--- config.mk ---
export PLATFORM = sky130hd
export DESIGN_NAME = nibble_serial_adder_ctrl
export DESIGN_NICKNAME = d
export VERILOG_FILES = /design/src/rtl/nibble_serial_adder_ctrl.sv
export SDC_FILE = /design/constraint.sdc
export NUM_CORES = 1
export LEC_CHECK = 0
export BUFFER_PORTS_ARGS = -buffer_cell sky130_fd_sc_hd__buf_2
export CORE_MARGIN = 8
export CORE_UTILIZATION = 40
export DETAILED_ROUTE_END_ITERATION = 10
export SETUP_SLACK_MARGIN = 0.4
export SLEW_MARGIN = 20
export SYNTH_ARGS = -nofsm -noshare
export SYNTH_HDL_FRONTEND = slang
export SYNTH_SLANG_ARGS = --single-unit
--- constraint.sdc ---
create_clock -name clk -period 3 [get_ports clk]
set_clock_uncertainty 0.05 [all_clocks]
set_input_delay 0 -clock clk [delete_from_list [all_inputs] [get_ports clk]]
set_output_delay 0 -clock clk [all_outputs]
set_load 0.1 [all_outputs]
--- src/rtl/nibble_serial_adder_ctrl.sv ---
// nibble_serial_adder_ctrl
// Adds two WIDTH-bit operands by reusing one 4-bit ripple-carry slice,
// one nibble per clock, starting with the least significant nibble. The carry
// between nibbles is held in a register, so no carry path spans more than
// four bits.
//
// Ports:
//   clk   - rising-edge clock
//   rst   - synchronous active-high reset
//   start - request, sampled only while idle
//   A, B  - WIDTH-bit operands, captured on the accepting edge
//   Cin   - carry-in, captured on the accepting edge
//   busy  - high while an operation is running or being reported
//   done  - one-cycle pulse when Sum/Cout hold a new result
//   Sum   - registered result, held until the next result loads
//   Cout  - registered carry-out of the top nibble

module ripple_adder_4bit (
    input  logic [3:0] a,
    input  logic [3:0] b,
    input  logic       ci,
    output logic [3:0] s,
    output logic       co
);
    logic [4:0] c;

    assign c[0] = ci;

    for (genvar i = 0; i < 4; i++) begin : g_fa
        assign s[i]   = a[i] ^ b[i] ^ c[i];
        assign c[i+1] = (a[i] & b[i]) | (c[i] & (a[i] ^ b[i]));
    end

    assign co = c[4];
endmodule

module nibble_serial_adder_ctrl #(
    parameter int WIDTH = 16
) (
    input  logic             clk,
    input  logic             rst,
    input  logic             start,
    input  logic [WIDTH-1:0] A,
    input  logic [WIDTH-1:0] B,
    input  logic             Cin,
    output logic             busy,
    output logic             done,
    output logic [WIDTH-1:0] Sum,
    output logic             Cout
);
    localparam int N  = WIDTH / 4;
    localparam int CW = (N > 1) ? $clog2(N) : 1;

    typedef enum logic [1:0] {
        IDLE = 2'd0,
        RUN  = 2'd1,
        DONE = 2'd2
    } state_t;

    state_t           state_q, state_d;
    logic [WIDTH-1:0] a_sh_q, a_sh_d;
    logic [WIDTH-1:0] b_sh_q, b_sh_d;
    logic [WIDTH-1:0] s_sh_q, s_sh_d;
    logic             cy_q, cy_d;
    logic [CW-1:0]    cnt_q, cnt_d;
    logic [WIDTH-1:0] sum_q, sum_d;
    logic             cout_q, cout_d;

    logic [3:0]       slice_s;
    logic             slice_cout;
    logic [WIDTH-1:0] s_shift_in;

    ripple_adder_4bit u_slice (
        .a  (a_sh_q[3:0]),
        .b  (b_sh_q[3:0]),
        .ci (cy_q),
        .s  (slice_s),
        .co (slice_cout)
    );

    // The newest nibble enters at the top; after N steps the first nibble
    // has travelled down to bit 0. A single-nibble build has nothing to shift.
    if (WIDTH > 4) begin : g_wide
        assign s_shift_in = {slice_s, s_sh_q[WIDTH-1:4]};
    end else begin : g_narrow
        assign s_shift_in = slice_s;
    end

    always_ff @(posedge clk) begin
        if (rst) begin
            state_q <= IDLE;
            a_sh_q  <= '0;
            b_sh_q  <= '0;
            s_sh_q  <= '0;
            cy_q    <= 1'b0;
            cnt_q   <= '0;
            sum_q   <= '0;
            cout_q  <= 1'b0;
        end else begin
            state_q <= state_d;
            a_sh_q  <= a_sh_d;
            b_sh_q  <= b_sh_d;
            s_sh_q  <= s_sh_d;
            cy_q    <= cy_d;
            cnt_q   <= cnt_d;
            sum_q   <= sum_d;
            cout_q  <= cout_d;
        end
    end

    // Sum/Cout load only on the final step, so partial nibbles never reach
    // the outputs.
    always_comb begin
        state_d = state_q;
        a_sh_d  = a_sh_q;
        b_sh_d  = b_sh_q;
        s_sh_d  = s_sh_q;
        cy_d    = cy_q;
        cnt_d   = cnt_q;
        sum_d   = sum_q;
        cout_d  = cout_q;

        case (state_q)
            IDLE: begin
                if (start) begin
                    a_sh_d  = A;
                    b_sh_d  = B;
                    cy_d    = Cin;
                    cnt_d   = '0;
                    state_d = RUN;
                end
            end
            RUN: begin
                a_sh_d = a_sh_q >> 4;
                b_sh_d = b_sh_q >> 4;
                s_sh_d = s_shift_in;
                cy_d   = slice_cout;
                cnt_d  = cnt_q + 1'b1;
                if (cnt_q == CW'(N - 1)) begin
                    sum_d   = s_shift_in;
                    cout_d  = slice_cout;
                    state_d = DONE;
                end
            end
            DONE: begin
                state_d = IDLE;
            end
            default: begin
                state_d = IDLE;
            end
        endcase
    end

    assign busy = (state_q == RUN) || (state_q == DONE);
    assign done = (state_q == DONE);
    assign Sum  = sum_q;
    assign Cout = cout_q;
endmodule

==> results.cfg, run 1 <==
[run_status]
status = finished with violations
violations = hold timing

[layout]
fin_util_pct = 54.1
fill_cells = 660
seqCellArea_mm2 = 0.00132
drive_gt1_share_pct = 25.7
fin_cells = 474
diodes = 0
finish.instance_area_mm2 = 0.00369
nets = 417
areaGrowthSynthToFinish_pct = 29.6
multiInputGateArea_mm2 = 0.00137

[setup_path]
timing.critical_path.max_delay_family = adder cells
slowest_stage = fa_1
crit_required_ns = 3.20
cp-start-kind = flip-flop
cp_common_cell = fa_1
cp_max_fo = 2
crit_chain = fa_1, inv_1, fa_1, inv_1, fa_1, inv_1, fa_1, a211oi_1
arrival_ns = 2.47
path_class = reg2reg
end_kind = flip-flop
path_buf_inv = 3
slowest_delay_ns = 0.43

[timing]
hold_slack_ns = -0.00658
setup_viol = 0
drv_slew = 0
setup_tns_ns = 0
fin_crit_sh_pct = 75.5
rsz0062_at_grt = no
maxClockFrequency_mhz = 442
worst_slew_pin_slew_ns = 0.803
maxSlewHeadroom_pct = 46.4
finalHoldViolCount = 1
fin_crit_ns = 2.26

[power]
ir_drop_mv = 0.332
p_per_area_mw_per_mm2 = 568
p_leak_nw = 1.47
total_power_w = 0.00210

[drt]
dr_total_vias = 2214
drc = 0
initialDrtViolationCount = 82
routedWlPerCell_um = 13.1
firstDrtPassIters = 4
drtAntennaViolNets = 0
wirelength_mm = 6.21
viasPerCell = 4.67

[global_routing]
grt_use_met3_pct = 3.11
grt-busiest-layer = met2
grt_max_degree = 67
met2_usage_pct = 21.2
grt.total_usage_pct = 13.3
antenna_found_initial = 0
met1_usage_pct = 16.0
grt_overflow = 0
grt_pass1_wl_mm = 10.6
grt_pass1_vias = 2226

[worst_hold_path]
min_path_type = in2reg

[clock_network]
cts_max_level = 3
cts_buffers = 9
cts_setup_buffers = 0
cts_tree = built
clockBufferDepth = 2
cts-resized-gates = 0
clkTransAtPathRegs_ns = 0.07
cts_sinks = 66
cts_root_buffer = clkbuf_8
insertion_delay_ns = 0.34

[die]
ios = 55
std_cell_rows = 30
die_w_um = 100
fp.coreArea_mm2 = 0.00683
die_y_um = 100
die_area_mm2 = 0.0101
start_util_pct = 41.7

[place]
port_buffers = 54
gp_congestion = 0.710
numPlacedInstances = 428
hpwl_mm = 4.09
placedInstanceArea_mm2 = 0.00319

[logic_synthesis]
yosysTopAreaCellShare_pct = 46.4
yosys_warnings = 0
yosysTopAreaCell = dfxtp_1
ys_seq_area_share_pct = 46.4
synth_cells = 294
syn-num-nets = 338
synthesis.area_mm2 = 0.00285
synth_area_leaders = dfxtp_1, mux2i_1, a211oi_2, nor2_1, nand2_1
syn_area_per_cell_um2 = 9.69
ys_ff_latch = 66
yosysUniqueCellTypes = 21

[run]
max-cap-violations = 0
-- final cells by class --
| type | instances | area share (%) |
|---|---|---|
| multi-input cells | 195 | 37.0 |
| well taps | 96 | 3.25 |
| repair buffers | 90 | 17.3 |
| inverters | 11 | 1.12 |
| flip-flops and latches | 66 | 35.8 |
| clock inverters | 4 | 1.36 |
| clock buffers | 12 | 4.20 |
-- tightest hold or removal path: stages --
cell and delay (ns):
buf_2 0.10, mux2i_1 0.15, a211oi_1 0.09
-- cells in the final DEF (no fill, tap or decap), types with 2 or more instances in the layout --
| master | count |
|---|---|
| a211oi_1 | 11 |
| a211oi_2 | 20 |
| a21oi_1 | 25 |
| buf_12 | 2 |
| buf_2 | 54 |
| buf_4 | 4 |
| clkbuf_8 | 11 |
| clkinvlp_4 | 2 |
| dfxtp_1 | 66 |
| dlygate4sd3_1 | 30 |
| fa_1 | 4 |
| ha_1 | 3 |
| inv_1 | 11 |
| mux2i_1 | 36 |
| nand2_1 | 38 |
| nand2b_1 | 2 |
| nand3b_1 | 9 |
| nor2_1 | 41 |
-- path summary, 6_finish.rpt --
kind	from	to	slack [ns]	cells after the start
max	a_sh_q[0]	s_sh_q[15]	0.74	8
min	A[10]	a_sh_q[10]	-0.007	3
max reg2reg	a_sh_q[0]	s_sh_q[15]	0.74	8
min reg2reg	a_sh_q[14]	a_sh_q[14]	0.40	2
-- repair_timing --
item,in CTS,in global routing
hold buffers,30,0
endpoints found under the hold margin,30,0
setup endpoints to repair,0,0
-- state kept, by name, summed over array words and instances, names as in the netlist --
register	count
Cout	1
Sum	16
b_sh_q	16
cnt_q	2
a_sh_q	16
state_q	2
cy_q	1
s_sh_q	12
-- cells by family (layout without fill, tap and decap cells) --
kind of cell / after synthesis / count (layout) / share of synthesized area, %
buffers and inverters: 33 / 117 / 5.84
adder cells (fa/ha/maj): 8 / 8 / 4.57
AND/OR/NAND/NOR: 93 / 93 / 13.8
AO/OA/AOI/OAI: 57 / 57 / 16.4
multiplexers: 37 / 37 / 13.0
flip-flops: 66 / 66 / 46.4
-- where the power goes --
part	total, W	switching (W)	internal [W]	leakage, nW
logic	0.000367	0.000195	0.000172	0.834
registers	0.000971	0.0000356	0.000935	0.540
clock network	0.000759	0.000331	0.000428	0.0986
total	0.00210	0.000562	0.00154	1.47
-- per-layer routing --
layer / share of wire, % / wire, µm / vias up
met5: 0 / 0 / -
met1: 46 / 2840 / 999
met2: 48 / 2980 / 43
li1: - / - / 1160
met4: 2.3 / 142 / 0
met3: 4.0 / 246 / 12
-- cells in the mapped netlist (all sizes together) --
cell    instances
dfxtp          66
nor2           41
nand2          38
mux2i          36
a211oi         31
a21oi          25
buf            16
inv            11
nand3b          9
clkbuf          6
fa              4
ha              4
nand2b          2
a32oi           1
and2            1
mux2            1
nor2b           1
nor3            1
-- per-stage QoR --
stage,hold slack [ns],worst slack [ns]
2_1_floorplan,0.114,0.869
3_3_place_gp,0.222,0.812
3_5_place_dp,0.225,0.726
4_1_cts,0.00229,0.717
5_1_grt,0.0178,0.584
6_report,-0.00658,0.736
No activity file was read; power rests on OpenSTA's default activity.
==> run 2, diff against run 1 <==
==> constraint.sdc (replaced) <==
create_clock -name clk -period 2.3 [get_ports clk]
set_clock_uncertainty 0.05 [all_clocks]
set_input_delay 0 -clock clk [delete_from_list [all_inputs] [get_ports clk]]
set_output_delay 0 -clock clk [all_outputs]
set_load 0.1 [all_outputs]
==> run 2 against run 1 <==
Net effect: the flow now finishes without violations; clock-buffer cell count is the same; die area is the same; non-clock buffer count grew 3; register-to-register slack lost 0.58 ns; combinational power grew 35%; largest cell class unchanged; final area grew 1.6%; fmax grew 5.8%; total power grew 29%.
==> results.cfg, run 2 (same netlist as run 1, synthesis figures left out) <==
[worst_hold_path]
min_path_type = in2reg
hold_end = a_sh_q[10]
hold_start = A[10]
worstHoldPathCells = 3

[setup_path]
r2r_setup_slack_ns = 0.16
rr_startpoint = b_sh_q[0]
arrival_ns = 2.35
end_kind = flip-flop
cp_max_fo = 2
rr_endpoint = s_sh_q[15]
r2r_cells = 8
path_class = reg2reg
crit_required_ns = 2.51
cp-start-kind = flip-flop

[layout]
final_cell_mix = dfxtp_1, buf_2, nor2_1
nets = 420
final_common_cell = dfxtp_1
fin_cells = 476
drive_gt1_share_pct = 29.5
diodes = 0
areaGrowthSynthToFinish_pct = 31.7

[global_routing]
grt_pass1_wl_mm = 10.8
grt_pass1_vias = 2268
antenna_found_initial = 0
grt_overflow = 0
grt.total_usage_pct = 13.4
grt_max_degree = 35

[clock_network]
clockBufferDepth = 2
clkTransAtPathRegs_ns = 0.07
insertion_delay_ns = 0.34
cts_buffers = 9
cts_tree = built
cts_sinks = 66
cts_max_level = 3
cts_root_buffer = clkbuf_8

[timing]
maxSlewHeadroom_pct = 58.1
setup_tns_ns = 0
finalHoldViolCount = 0
fin_crit_ns = 2.14
maxClockFrequency_mhz = 467
rsz0062_at_grt = yes
setup_viol = 0
worst_slew_pin_slew_ns = 0.628
drv_slew = 0
fin_crit_sh_pct = 93.1

[drt]
routedWlPerCell_um = 13.1
firstDrtPassIters = 4
viasPerCell = 4.73
initialDrtViolationCount = 51
drtAntennaViolNets = 0
met1Wirelength_mm = 2.82
topRoutingLayerUsed = met4
wirelength_mm = 6.23
dr_total_vias = 2253
drc = 0
wl_met3_um = 339
route.met2.wl_mm = 2.98

[power]
p_per_area_mw_per_mm2 = 722
ir_drop_mv = 0.431
p_leak_nw = 1.49

[die]
die_y_um = 100
fp.coreArea_mm2 = 0.00683
start_util_pct = 41.7
ios = 55
die_area_mm2 = 0.0101
std_cell_rows = 30
die_w_um = 100

[run_status]
status = complete, no violations

[place]
gp_congestion = 0.702
numPlacedInstances = 428
port_buffers = 54
hpwl_mm = 4.10

[run]
max-cap-violations = 0
[run 2: changes by cell type in the layout (fill, tap and decap cells not counted), sizes merged]
cell         change
clkinv           +1
dlygate4sd3      +2
clkinvlp         -2
buf              +1
[run 2: area by class of cell]
type | instances | area (µm²)
repair buffers | 93 | 676
multi-input cells | 195 | 1410
clock buffers | 12 | 145
fillers | 623 | 3080
well taps | 96 | 120
clock inverters | 3 | 40.0
inverters | 11 | 41.3
flip-flops and latches | 66 | 1330
[run 2: worst max path at each step]
stage / from / to / slack (ns) / depth (start not counted)
4_1_cts: b_sh_q[0] / Sum[15] / 0.15 / 8
6_report: b_sh_q[0] / s_sh_q[15] / 0.16 / 8
3_5_place_dp: cy_q / s_sh_q[15] / 0.13 / 8
2_1_floorplan: cy_q / Sum[15] / 0.21 / 8
3_3_place_gp: cy_q / Sum[15] / 0.17 / 8
5_1_grt: b_sh_q[0] / s_sh_q[15] / 0.1 / 8
[run 2: power breakdown]
group          switching (W)  internal (W)
logic               0.000258      0.000237
registers          0.0000477       0.00122
clock network       0.000422      0.000522
[run 2: timing repair]
action / 4_1_cts / 5_1_grt
endpoints found under the setup margin: 7 / 50
hold endpoints to repair: 33 / 0
gates resized for setup: 8 / 4
setup buffers: 1 / 0
pin swaps: 4 / 1
hold buffers: 32 / 0
cloned: 0 / 0
[run 2: critical path, cell delays in order (launching register included)]
cell	delay [ns]
dfxtp_2	0.33
fa_2	0.38
inv_2	0.06
fa_2	0.18
inv_2	0.04
fa_2	0.32
inv_2	0.06
fa_2	0.45
a211oi_2	0.20
[run 2: per-layer routing]
metal / track usage [%] / up-vias
met3: 4.36 / 9
met4: 6.28 / 0
met5: 0 / -
met2: 22.2 / 46
met1: 15.2 / 1033
li1: - / 1165
[run 2: per-stage QoR]
| stage | util (%) | hold slack (ns) | total power (W) | setup slack, ns | area [µm²] |
|---|---|---|---|---|---|
| 5_1_grt | 54.9 | 0.0329 | 0.00284 | 0.0956 | 3750 |
| 3_3_place_gp | 46.8 | 0.227 | 0.00172 | 0.173 | 3200 |
| 3_5_place_dp | 46.8 | 0.228 | 0.00173 | 0.128 | 3200 |
| 2_1_floorplan | - | 0.114 | 0.00163 | 0.212 | 2860 |
| 6_report | 54.9 | 0.0117 | 0.00271 | 0.159 | 3750 |
| 4_1_cts | 54.7 | 0.0201 | 0.00274 | 0.151 | 3730 |
